--- config.mk ---
export PLATFORM = sky130hd
export DESIGN_NAME = pid_pwm_driver
export DESIGN_NICKNAME = d
export VERILOG_FILES = /design/src/rtl/pid_fixed_pkg.sv /design/src/rtl/pwm_deadtime_gen.sv /design/src/rtl/pid_pwm_driver.sv
export SDC_FILE = /design/constraint.sdc
export NUM_CORES = 1
export LEC_CHECK = 0
export CAP_MARGIN = 20
export CORE_MARGIN = 1
export CORE_UTILIZATION = 47
export CTS_BUF_LIST = sky130_fd_sc_hd__clkbuf_2 sky130_fd_sc_hd__clkbuf_4 sky130_fd_sc_hd__clkbuf_8
export DETAILED_ROUTE_END_ITERATION = 7
export HOLD_SLACK_MARGIN = 0.08
export PLACE_DENSITY = 0.63
export SLEW_MARGIN = 20
export SYNTH_ARGS = -nofsm -noshare
export SYNTH_HDL_FRONTEND = slang
export SYNTH_SLANG_ARGS = --single-unit
--- constraint.sdc ---
create_clock -name clk -period 6.9 [get_ports clk]
set_input_delay 2.07 -clock clk [delete_from_list [all_inputs] [get_ports clk]]
set_output_delay 2.07 -clock clk [all_outputs]
set_load 0.1 [all_outputs]
--- src/rtl/pid_fixed_pkg.sv ---
// Fixed-point constants and word types shared by the PI controller and its PWM driver.
// Q-format: 1.0 is represented as FP_ONE = 2^Q.
`timescale 1ns/1ps
package pid_fixed_pkg;
  localparam int N = 32;
  localparam int Q = 18;
  localparam logic [N-1:0] FP_ONE = N'(1) << Q;

  typedef logic signed [N-1:0]   fp_word_t;
  typedef logic signed [2*N-1:0] fp_prod_t;
endpackage

--- src/rtl/pwm_deadtime_gen.sv ---
// Complementary PWM outputs with a DEAD-cycle both-low gap after every raw edge.
// Only instantiated when PWM_DEADTIME_EN is defined.
`timescale 1ns/1ps
module pwm_deadtime_gen #(
  parameter int DEAD = 8
) (
  input  logic clk,
  input  logic reset,
  input  logic enable,
  input  logic raw,
  output logic pwm_out,
  output logic pwm_out_n
);
  localparam int DW = $clog2(DEAD + 1);

  logic          raw_prev_reg;
  logic [DW-1:0] dead_reg;
  logic          hi_reg;
  logic          lo_reg;

  always_ff @(posedge clk or negedge reset) begin
    if (!reset) begin
      raw_prev_reg <= 1'b0;
      dead_reg     <= '0;
      hi_reg       <= 1'b0;
      lo_reg       <= 1'b0;
    end else begin
      raw_prev_reg <= raw;
      if (!enable) begin
        dead_reg <= '0;
        hi_reg   <= 1'b0;
        lo_reg   <= 1'b0;
      end else if (raw != raw_prev_reg) begin
        // The edge cycle itself is the first of the DEAD low cycles.
        dead_reg <= DW'(DEAD - 1);
        hi_reg   <= 1'b0;
        lo_reg   <= 1'b0;
      end else if (dead_reg != '0) begin
        dead_reg <= dead_reg - DW'(1);
        hi_reg   <= 1'b0;
        lo_reg   <= 1'b0;
      end else begin
        hi_reg <= raw;
        lo_reg <= ~raw;
      end
    end
  end

  assign pwm_out   = hi_reg;
  assign pwm_out_n = lo_reg;
endmodule

--- src/rtl/pid_pwm_driver.sv ---
// Converts the signed Q-format PI output to a boundary-synchronous PWM with dir/sat flags.
// Define PWM_DEADTIME_EN for complementary outputs with dead time (pwm_deadtime_gen).
`timescale 1ns/1ps
module pid_pwm_driver #(
  parameter int N      = pid_fixed_pkg::N,
  parameter int Q      = pid_fixed_pkg::Q,
  parameter int CNT_W  = 16,
  parameter int PERIOD = 1000,
  parameter int DEAD   = 8
) (
  input  logic                clk,
  input  logic                reset,
  input  logic signed [N-1:0] data_in,
  input  logic                in_valid,
  input  logic                enable,
  output logic                pwm_out,
  output logic                pwm_out_n,
  output logic                dir,
  output logic                sat,
  output logic                period_start
);
  localparam int               MAG_W  = Q + 1;
  localparam int               PROD_W = MAG_W + CNT_W;
  localparam logic [N-1:0]     ONE    = N'(1) << Q;
  localparam logic [CNT_W-1:0] LAST   = CNT_W'(PERIOD - 1);

  if (PERIOD < 2 || PERIOD >= (1 << CNT_W) || DEAD < 1) begin : g_bad_cfg
    $error("pid_pwm_driver: PERIOD, CNT_W or DEAD out of range");
  end

  logic [N-1:0]     abs_val;
  logic             over_one;
  logic [MAG_W-1:0] mag_reg;
  logic             neg_reg, sat1_reg, valid1_reg;
  logic [CNT_W-1:0] duty_pending_reg, duty_active_reg, cnt_reg;
  logic             dir_pending_reg, sat_pending_reg, pending_reg;
  logic             dir_reg, sat_reg, started_reg;
  logic             run, wrap, pwm_raw;

  // Unsigned magnitude: the most negative word maps to 2^(N-1) and then clamps.
  assign abs_val  = data_in[N-1] ? (~data_in + N'(1)) : data_in;
  assign over_one = abs_val > ONE;

  always_ff @(posedge clk or negedge reset) begin
    if (!reset) begin
      valid1_reg <= 1'b0;
      neg_reg    <= 1'b0;
      sat1_reg   <= 1'b0;
      mag_reg    <= '0;
    end else begin
      valid1_reg <= in_valid;
      if (in_valid) begin
        neg_reg  <= data_in[N-1];
        sat1_reg <= over_one;
        mag_reg  <= over_one ? MAG_W'(ONE) : abs_val[MAG_W-1:0];
      end
    end
  end

  // started_reg keeps the counter parked at 0 for the first cycle after reset release.
  assign run          = enable && started_reg;
  assign wrap         = run && (cnt_reg == LAST);
  assign pwm_raw      = run && (cnt_reg < duty_active_reg);
  assign period_start = run && (cnt_reg == '0);

  always_ff @(posedge clk or negedge reset) begin
    if (!reset) begin
      started_reg      <= 1'b0;
      duty_pending_reg <= '0;
      dir_pending_reg  <= 1'b0;
      sat_pending_reg  <= 1'b0;
      pending_reg      <= 1'b0;
      duty_active_reg  <= '0;
      dir_reg          <= 1'b0;
      sat_reg          <= 1'b0;
      cnt_reg          <= '0;
    end else begin
      started_reg <= 1'b1;
      // A new value arriving on the wrap edge stays pending; the old one is applied.
      if (valid1_reg) begin
        duty_pending_reg <= CNT_W'((PROD_W'(mag_reg) * PROD_W'(PERIOD)) >> Q);
        dir_pending_reg  <= neg_reg;
        sat_pending_reg  <= sat1_reg;
        pending_reg      <= 1'b1;
      end else if (wrap) begin
        pending_reg <= 1'b0;
      end
      if (wrap && pending_reg) begin
        duty_active_reg <= duty_pending_reg;
        dir_reg         <= dir_pending_reg;
        sat_reg         <= sat_pending_reg;
      end
      if (!run || wrap) cnt_reg <= '0;
      else              cnt_reg <= cnt_reg + CNT_W'(1);
    end
  end

  assign dir = dir_reg;
  assign sat = sat_reg;

`ifdef PWM_DEADTIME_EN
  pwm_deadtime_gen #(
    .DEAD(DEAD)
  ) u_deadtime (
    .clk      (clk),
    .reset    (reset),
    .enable   (run),
    .raw      (pwm_raw),
    .pwm_out  (pwm_out),
    .pwm_out_n(pwm_out_n)
  );
`else
  logic pwm_reg;

  always_ff @(posedge clk or negedge reset) begin
    if (!reset) pwm_reg <= 1'b0;
    else        pwm_reg <= pwm_raw;
  end

  assign pwm_out   = pwm_reg;
  assign pwm_out_n = 1'b0;
`endif
endmodule
==> metrics.cfg <==
[floorplan]
placement_rows=43
die-height_um=122
pin_count=41
start_util=0.484
fp.dieW_um=122
core_sq_um=14000
die_area_sq_um=14900

[logic_synthesis]
ys_ff_latch=67
synthXorXnorAreaFrac=0.0543
syn_avg_cell_area_sq_um=9.90
synth_top_family_by_area=adder cells
synth_top_area_share=0.248
synth_compound_area_frac=0.116
syn_nets=855
synth_warnings=0
synth.distinct_cells=67
yosysTopAreaCell=dfrtp_1
synth_edf_count=0
synth_mux_area_frac=0.0477
syn_area_sq_um=6770
yosysSeqAreaShare=0.248
synth_top_flop_cell=dfrtp_1
synthAdderAreaFrac=0.322
synthSimpleGateAreaFrac=0.137
syn_inst=684
synth_area_leaders=dfrtp_1 25%, fa_1 19%, ha_1 13%
synth-async-reset-ratio=1.00

[placed_design]
dp_slack_ns=1.26
dp_hpwl_um=10700
gp_congestion=0.934
place_area_sq_um=7300
io_buffers=39

[sta]
fmax_ghz=0.188
skew_ns=0.0151
worst_slack_ns=1.59
rsz0062_at_grt=no
maxSlewViolCount=0
setup_violations=0
period_minus_slack_ns=5.31
hold_violations=0
tightest_slew_ns=1.10
finalCritPeriodShare=0.770
relSlewSlack=0.264
tns_ns=0

[clock_tree]
path_clk_slew_ns=0.10
cts_tree=done
clockBufferDepth=2
cts_setup_buffers=0
clock-sinks=67
cts_buffers=9
ctsHoldBuffers=0
cts_max_level=3
clock-root-buffer=clkbuf_8
insertion_delay_ns=0.37
cts_resized=0

[worst_setup_path]
slowest_delay_ns=0.56
cp_max_fo=13
worst_path_dominant_cell_family=simple AND/OR/NAND/NOR gates
crit_chain=clkdlybuf4s50_1 > inv_1 > ha_1 > or4b_1 > or4_4 > or4_1 > a32oi_1 > nand4b_1 > nand4b_4 > or2_4 > o22ai_1
r2r_setup_slack_ns=1.62
critPathBufInv=2
critical_path_depth=11
required_ns=7.15
cp_data_arrival_time_ns=5.56
worst-setup-path-type=in -> reg
timing.rr.start=mag_reg[0]
start_kind=input port
end_kind=register
r2r_cells=15
cp_slowest_cell=or4_4
worstSetupStartpoint=data_in[0]

[grt]
grt_pass1_wl_um=24100
track_usage=0.207
antenna_found_initial=0
grt_start_max_net_pins=68
globalRoute.totalOverflow=0
grt_pass1_vias=5190

[drt]
vias=4910
viasPerCell=5.46
drcViolationCount=0
routedWlPerCell_um=15.0
drt-initial-drc-count=226
drt-pass1-iter-count=5
wirelength_um=13400
detail-route-antenna-nets=0

[worst_hold_path]
min_from=pending_reg
min_path_cells=1
hold_class=reg -> reg

[finish]
stdcell_area_sq_um=7510
largest_reg_flops=19
final_nets=885
layout-drive-gt1-share=0.0890
area_delta_synth_final_pct=10.9
insertedDiodeCount=0

[power_and_ir_drop]
peakVddDrop_v=0.0000726
power.density_nw_per_um2=114
p_leak_nw=3.31

[job]
cap_violations=0

[status]
status=finished clean

## synth_stat cells (all sizes together) (4+ instances only)
cell,count
inv,108
ha,70
dfrtp,67
fa,65
nor2,55
mux2,26
nand2,25
xor2,23
xnor2,19
nor3,17
o22ai,17
clkbuf,16
o21ai,16
a21oi,15
nand3,12
nand4,10
nor4,10
a21o,9
nand2b,9
or3,8
buf,7
o31ai,7
or2,6
or4,5
nand4b,4
o211ai,4
## metrics by stage
stage | std cells | hold slack (ns) | power (mW) | utilization
floorplan | 684 | 0.450 | 0.465 | -
global placement | 883 | 0.461 | 0.511 | 0.522
global route | 899 | 0.528 | 0.896 | 0.537
CTS | 899 | 0.487 | 0.867 | 0.537
detailed placement | 883 | 0.466 | 0.513 | 0.522
finish | 899 | 0.484 | 0.855 | 0.537
## power by group
part / switching (mW) / total (mW) / internal, mW
logic: 0.0635 / 0.107 / 0.0434
registers: 0.00231 / 0.398 / 0.395
clock network: 0.178 / 0.350 / 0.173
## worst register-to-register path: stages (launching register included)
cell	delay, ns
dfrtp_1	0.47
fa_1	0.55
fa_1	0.54
inv_1	0.06
fa_1	0.50
inv_1	0.05
fa_1	0.45
ha_1	0.31
o21ai_1	0.08
a21oi_1	0.07
o41ai_1	0.73
a31o_1	0.31
o21ai_1	0.11
o41ai_1	0.56
xnor2_1	0.13
mux2_2	0.28
## path summary, 6_finish.rpt
path                                  endpoint
setup / recovery                    mag_reg[2]
hold / removal                     pending_reg
setup reg to reg           duty_pending_reg[9]
hold reg to reg                    pending_reg
max in group asynchronous   duty_active_reg[8]
min in group asynchronous          cnt_reg[15]
## cells by family after synthesis
kind of cell,count (synthesis)
xor+xnor,42
fa+ha+maj,135
simple gates,175
mux,29
compound gates,103
other cells,2
buf+inv,131
flops,67
## layer usage
layer,vias up,GRT usage,routed length [um],share of wire
met3,12,0.0332,359,0.027
met1,2431,0.279,6430,0.48
met5,-,0,0,0
li1,2398,-,-,-
met2,69,0.340,6480,0.48
met4,0,0.0617,181,0.013
## layout by cell type, fill, tap and decap left out, types with 17 or more instances in the layout
cell type,synthesis,routed
fa_1,65,65
xor2_1,23,23
dfrtp_1,67,67
nor3_1,17,17
xnor2_1,19,19
inv_1,108,108
mux2_2,24,24
nor2_1,55,55
nand2_1,25,25
clkdlybuf4s50_1,0,37
ha_1,70,70
## area by class of cell
cell class                      instances  area [sq um]
Multi-Input combinational cell        486          4590
Fill cell                            1269          6480
Inverter                              108           405
Tap cell                              180           225
Sequential cell                        67          1680
Clock buffer                            9           124
Clock inverter                          7          81.3
Timing Repair Buffer                   42           405
Power figures use the tool's default switching activity.
